**config.mk**
```make
export PLATFORM = sky130hd
export DESIGN_NAME = gb_int_ctrl
export DESIGN_NICKNAME = d
export VERILOG_FILES = /design/src/rtl/gb_int_ctrl.sv
export SDC_FILE = /design/constraint.sdc
export NUM_CORES = 1
export LEC_CHECK = 0
export BUFFER_PORTS_ARGS = -buffer_cell sky130_fd_sc_hd__buf_2
export CORE_MARGIN = 2
export CORE_UTILIZATION = 47
export CTS_BUF_LIST = sky130_fd_sc_hd__clkbuf_8
export DETAILED_ROUTE_END_ITERATION = 10
export GPL_TIMING_DRIVEN = 0
export PLACE_DENSITY_LB_ADDON = 0.3
export SYNTH_ARGS = -nofsm -noshare
export SYNTH_HDL_FRONTEND = slang
export SYNTH_SLANG_ARGS = --single-unit
```
**constraint.sdc**
```tcl
create_clock -name clk -period 1.3 [get_ports clk]
set_input_delay 0.065 -clock clk [delete_from_list [all_inputs] [get_ports clk]]
set_output_delay 0.065 -clock clk [all_outputs]
set_load 0.01 [all_outputs]
```
**src/rtl/gb_int_ctrl.sv**
```systemverilog
// Game Boy interrupt controller: IF/IE registers, int_n generation
// and the acknowledge sequence that clears a source and yields its vector.
module gb_int_ctrl #(
  parameter int          NUM_IRQ = 5,
  parameter logic [15:0] ADDR_IF = 16'hFF0F,
  parameter logic [15:0] ADDR_IE = 16'hFFFF
) (
  input  logic               clk,
  input  logic               rst_n,
  input  logic [15:0]        addr,
  input  logic [7:0]         data_in,
  input  logic               rd_n,
  input  logic               wr_n,
  input  logic [NUM_IRQ-1:0] irq_req,
  input  logic               int_ack,
  output logic [7:0]         data_out,
  output logic               data_oe,
  output logic               int_n,
  output logic [7:0]         vector,
  output logic               vector_valid
);

  typedef enum logic [1:0] {
    S_IDLE,
    S_ACK,
    S_HOLD
  } state_t;

  state_t r_state;
  state_t w_nxt;

  logic [NUM_IRQ-1:0] r_if;
  logic [7:0]         r_ie;
  logic [NUM_IRQ-1:0] r_irq_q;
  logic               r_wr_q;
  logic               r_rd_q;

  logic [NUM_IRQ-1:0] w_rise;
  logic [NUM_IRQ-1:0] w_pend;
  logic [NUM_IRQ-1:0] w_low;
  logic [NUM_IRQ-1:0] w_ack_clr;
  logic [NUM_IRQ-1:0] w_if_nxt;
  logic [7:0]         w_vec;
  logic               w_wr;
  logic               w_rd_fall;
  logic               w_sel_if;
  logic               w_sel_ie;
  logic               w_vec_ld;
  logic               w_vv_clr;

  assign w_sel_if  = (addr == ADDR_IF);
  assign w_sel_ie  = (addr == ADDR_IE);
  // Strobe edges make one access per CPU cycle
  // even when the CPU runs on a divided clock.
  assign w_wr      = ~wr_n & r_wr_q;
  assign w_rd_fall = ~rd_n & r_rd_q;
  assign w_rise    = irq_req & ~r_irq_q;
  assign w_pend    = r_if & r_ie[NUM_IRQ-1:0];
  assign w_low     = w_pend & (~w_pend + NUM_IRQ'(1));

  always_comb begin
    w_vec = 8'h40;
    unique case (1'b1)
      w_low[0]: w_vec = 8'h40;
      w_low[1]: w_vec = 8'h48;
      w_low[2]: w_vec = 8'h50;
      w_low[3]: w_vec = 8'h58;
      w_low[4]: w_vec = 8'h60;
      default:  w_vec = 8'h40;
    endcase
  end

  always_ff @(posedge clk or negedge rst_n) begin
    if (!rst_n) begin
      r_state <= S_IDLE;
    end else begin
      r_state <= w_nxt;
    end
  end

  always_comb begin
    w_nxt     = r_state;
    w_ack_clr = '0;
    w_vec_ld  = 1'b0;
    w_vv_clr  = 1'b0;
    unique case (r_state)
      S_IDLE: begin
        if (int_ack && (|w_pend)) begin
          w_nxt = S_ACK;
        end
      end
      S_ACK: begin
        w_ack_clr = w_low;
        w_vec_ld  = |w_pend;
        w_nxt     = (|w_pend) ? S_HOLD : S_IDLE;
      end
      S_HOLD: begin
        if (w_rd_fall) begin
          w_nxt    = S_IDLE;
          w_vv_clr = 1'b1;
        end
      end
      default: begin
        w_nxt = S_IDLE;
      end
    endcase
  end

  // Clear first, then CPU write, then rising requests:
  // a new request always wins, and a written 1 survives the clear.
  always_comb begin
    w_if_nxt = r_if & ~w_ack_clr;
    if (w_wr && w_sel_if) begin
      w_if_nxt = data_in[NUM_IRQ-1:0];
    end
    w_if_nxt = w_if_nxt | w_rise;
  end

  always_ff @(posedge clk or negedge rst_n) begin
    if (!rst_n) begin
      r_if    <= '0;
      r_ie    <= 8'h00;
      r_irq_q <= '0;
      r_wr_q  <= 1'b0;
      r_rd_q  <= 1'b0;
    end else begin
      r_if    <= w_if_nxt;
      r_irq_q <= irq_req;
      r_wr_q  <= wr_n;
      r_rd_q  <= rd_n;
      if (w_wr && w_sel_ie) begin
        r_ie <= data_in;
      end
    end
  end

  always_ff @(posedge clk or negedge rst_n) begin
    if (!rst_n) begin
      int_n <= 1'b1;
    end else begin
      int_n <= ~(|w_pend);
    end
  end

  always_ff @(posedge clk or negedge rst_n) begin
    if (!rst_n) begin
      data_out <= 8'h00;
      data_oe  <= 1'b0;
    end else begin
      data_oe <= ~rd_n & (w_sel_if | w_sel_ie);
      if (~rd_n && w_sel_if) begin
        data_out <= {3'b111, r_if};
      end else if (~rd_n && w_sel_ie) begin
        data_out <= r_ie;
      end
    end
  end

  always_ff @(posedge clk or negedge rst_n) begin
    if (!rst_n) begin
      vector       <= 8'h00;
      vector_valid <= 1'b0;
    end else begin
      if (w_vec_ld) begin
        vector       <= w_vec;
        vector_valid <= 1'b1;
      end else if (w_vv_clr) begin
        vector_valid <= 1'b0;
      end
    end
  end

endmodule

```
==> impl_results.md <==
* Vias per inst at 5.46
* Synth Cell Area at approximately 0.0017 mm²
* Pwr Density at 931 mW/mm²
* Mean Syn Cell Area at around 12 µm²
* Sequential Power Share at between 50% and 60%
* CTS root buf: clkbuf_8
* Starting DRT DRC Count at 53
* GR Util met2 at 36.1%
* Max-cap violations at 0
* Pre-CTS WS at -0.223 ns
* Reg clk slew, reported paths at 0.07 ns
* Drt wl/cell at between 15 and 20 µm
* Antenna violations before repair at 0
* Synth Instances at roughly 140
* Worst-margin pin slew at 0.798 ns
* Fmax at ~0.8 GHz
* RSZ-0062 raised after global routing: yes
* Area share of the largest cell type after synthesis at 54.0%
* Setup violators final at 0
* Worst EP arrival at 1.45 ns
* Number of global-route vias before repair at 1554
* Gr usage total at 21.7%
* Clock Skew at 0.00174 ns
* CTS tree: yes
* Yosys warns at 0
* Horiz. Die Dim at 63.6 µm
* Clk_lat worst skew at 0.28 ns
* Run status: finished clean
* Worst Path Max Fanout at 4
* Layout cells sized above 1 at 47.8%
* Distinct cells, synth at 39
* P_sw at 462 µW
* First-pass GRT wire length at 6890 µm
* Register area share after synthesis at 55.6%
* Sink Count at 37
* WP data required at approximately 1.5 ns
* CTS H-tree lvls at 2
* Dpl hpwl at 2890 µm
* Gr ovfl total at 0
* Core region area at between 0.003 and 0.004 mm²
* Largest net degree at the start of global routing at 38
* CTS Buf Count at 5
* CP Capture Type: flop
* Global routing usage on met1 at 29.0%
* Antenna fix cells at 0
* Detail Route Antenna Nets at 0
* Startpoint class of the critical path: flop
* Pint at 1.71 mW
* Final Hold Viols at 0
* Final WS setup at ~0.013 ns
* Filler instances at 278
* Period utilisation layout at 99.0%
* GPL Wtd Cong at between 0.7 and 0.8
* Port bufs at 48
* Clock share of power at around 40%
* Peak supply drop at ~650 µV
* Post-layout net count at 259
* Vias post-DR at ~1500
* Switching share of power at 21.3%
* P_leak at 1.18 nW
* Worst rel slew slack at 46.8%
* Clk buf depth at 2
* Final WL at 4090 µm
* M3 GR Usage at around 3.2%
* #FFs+latches synth at 37
* Die Y at around 64 µm
* Top post-synthesis cells by area: dfrtp_1 54%, mux2_4 7.2%, nand3_1 3.6%
* Pwr Total at 2.17 mW
* Die area at 0.00404 mm²
* Initial Util at 49.6%
* 1st-pass router iterations at 4
* CP Class: reg2reg
* Combinational share of power at 6.2%
* HP Class: in2reg
* IO Pins at 53
* # rows at 21
* Fin crit period at around 1.3 ns
* Synth area leader: dfrtp_1
* Layout Area Growth over Synthesis at 39.8%
* Grt peak-use layer: met2
* Final slew viol count at 0
* DRC at 0
==> what timing repair did <==
action,in CTS,in global routing
pin swaps,4,3
gates cloned,0,0
hold buffers,8,0
resized for setup,9,2
endpoints found under the hold margin,43,0
setup endpoints to repair,16,4
setup buffers,10,7
==> routing by layer <==
layer | share of wire (%) | routed length, µm
met5 | 0 | 0
met3 | 6.8 | 277
met1 | 42 | 1700
met4 | 0.68 | 28
met2 | 51 | 2080
==> kinds of logic after synthesis <==
| group | synth area share [%] |
|---|---|
| AOI/OAI and AO/OA | 14.5 |
| buffers and inverters | 3.75 |
| DFF | 55.6 |
| muxes | 7.20 |
| other | 0.225 |
| and+or+nand+nor | 18.8 |
==> worst max-delay path, stage by stage (launching register included) <==
cell	delay (ns)
dfrtp_1	0.39
a22oi_2	0.31
nand2_2	0.15
a211oi_4	0.21
o311ai_2	0.10
==> flip-flops by register name, summed over array words and instances, names as in the netlist, 2 cells and up <==
name	flops
r_irq_q	5
r_if	5
r_state	2
r_ie	8
vector	4
data_out	8
==> power groups by stage <==
stage / clock [mW] / combinational, mW / sequential (mW)
floorplan: 0 / 0.0315 / 1.19
detailed placement: 0 / 0.116 / 1.19
global placement: 0 / 0.111 / 1.19
CTS: 0.882 / 0.136 / 1.17
global route: 0.934 / 0.152 / 1.17
finish: 0.870 / 0.135 / 1.17
==> synthesized netlist by cell type <==
library cell and instances:
conb_1 1, o311ai_2 1, o22a_1 3, nor3_4 1, buf_2 2, inv_1 6
a21oi_4 1, or3_4 1, and4_1 1, a21oi_1 2, dfrtp_1 36, and2b_1 1
a31oi_1 6, o221ai_1 4, nor4_1 1, dfstp_2 1, nor2_1 4, nand3b_1 1
and4_2 1, a221o_1 1, nand2_1 11, a22oi_1 2, mux2_4 8, a21bo_2 1
and3_1 2, nand3_1 12, nand4_1 4, o2bb2ai_1 1, nand2b_1 2, nor3_1 5
buf_4 4, o21ai_0 8, and3b_1 1, nor3b_4 1, or2_2 1, nand2_4 1
a211oi_1 1, a22o_1 1, and2_4 1
==> placed cells by master, fill, tap and decap left out, types with 2 or more instances in the layout <==
master / netlist / routed
inv_1: 6 / 6
a31oi_1: 6 / 5
mux2_4: 8 / 8
nor3_1: 5 / 5
conb_1: 1 / 4
a22oi_2: 0 / 2
buf_2: 2 / 50
buf_4: 4 / 21
nand2_2: 0 / 2
dfrtp_1: 36 / 35
a21oi_1: 2 / 2
o221ai_1: 4 / 3
nor2_1: 4 / 4
nand2_1: 11 / 9
and3_1: 2 / 2
nand4_1: 4 / 4
dlygate4sd3_1: 0 / 8
clkbuf_8: 0 / 7
o22a_1: 3 / 3
nand3_1: 12 / 12
nand2b_1: 2 / 2
o21ai_0: 8 / 7
==> cell type report <==
cell class | instances | area, µm² | share of cell area (%)
inverters | 6 | 22.5 | 0.966
repair buffers | 73 | 448 | 19.2
flip-flops and latches | 37 | 928 | 39.8
plain buffers | 6 | 40.0 | 1.72
multi-input cells | 96 | 734 | 31.5
well taps | 46 | 57.6 | 2.47
clock buffers | 7 | 96.3 | 4.13
clock inverters | 1 | 5.00 | 0.215
==> path summary, 6_finish.rpt <==
path,from,end,slack (ns),depth (start not counted)
setup reg to reg,r_ie[0],r_if[3],0.01,4
hold / removal,data_in[6],r_ie[6],0.009,2
max in group asynchronous,rst_n,r_if[2],0.33,2
min in group asynchronous,rst_n,r_state[1],0.41,2
hold reg to reg,vector[6],vector[6],0.48,1
setup / recovery,r_ie[0],r_if[3],0.01,4
==> metrics by stage <==
stage / util [%] / cell area [µm²] / instances / setup TNS (ns) / hold WS, ns
floorplan: - / 1680 / 145 / 0 / -0.231
global placement: 58.9 / 1980 / 239 / -1.46 / 0.180
detailed placement: 58.9 / 1980 / 239 / -2.57 / 0.190
CTS: 67.5 / 2270 / 265 / -0.00748 / 0.00398
global route: 69.3 / 2330 / 272 / -0.134 / 0.0151
finish: 69.3 / 2330 / 272 / 0 / 0.00926
Note: power is estimated with default switching activity, not from simulation.
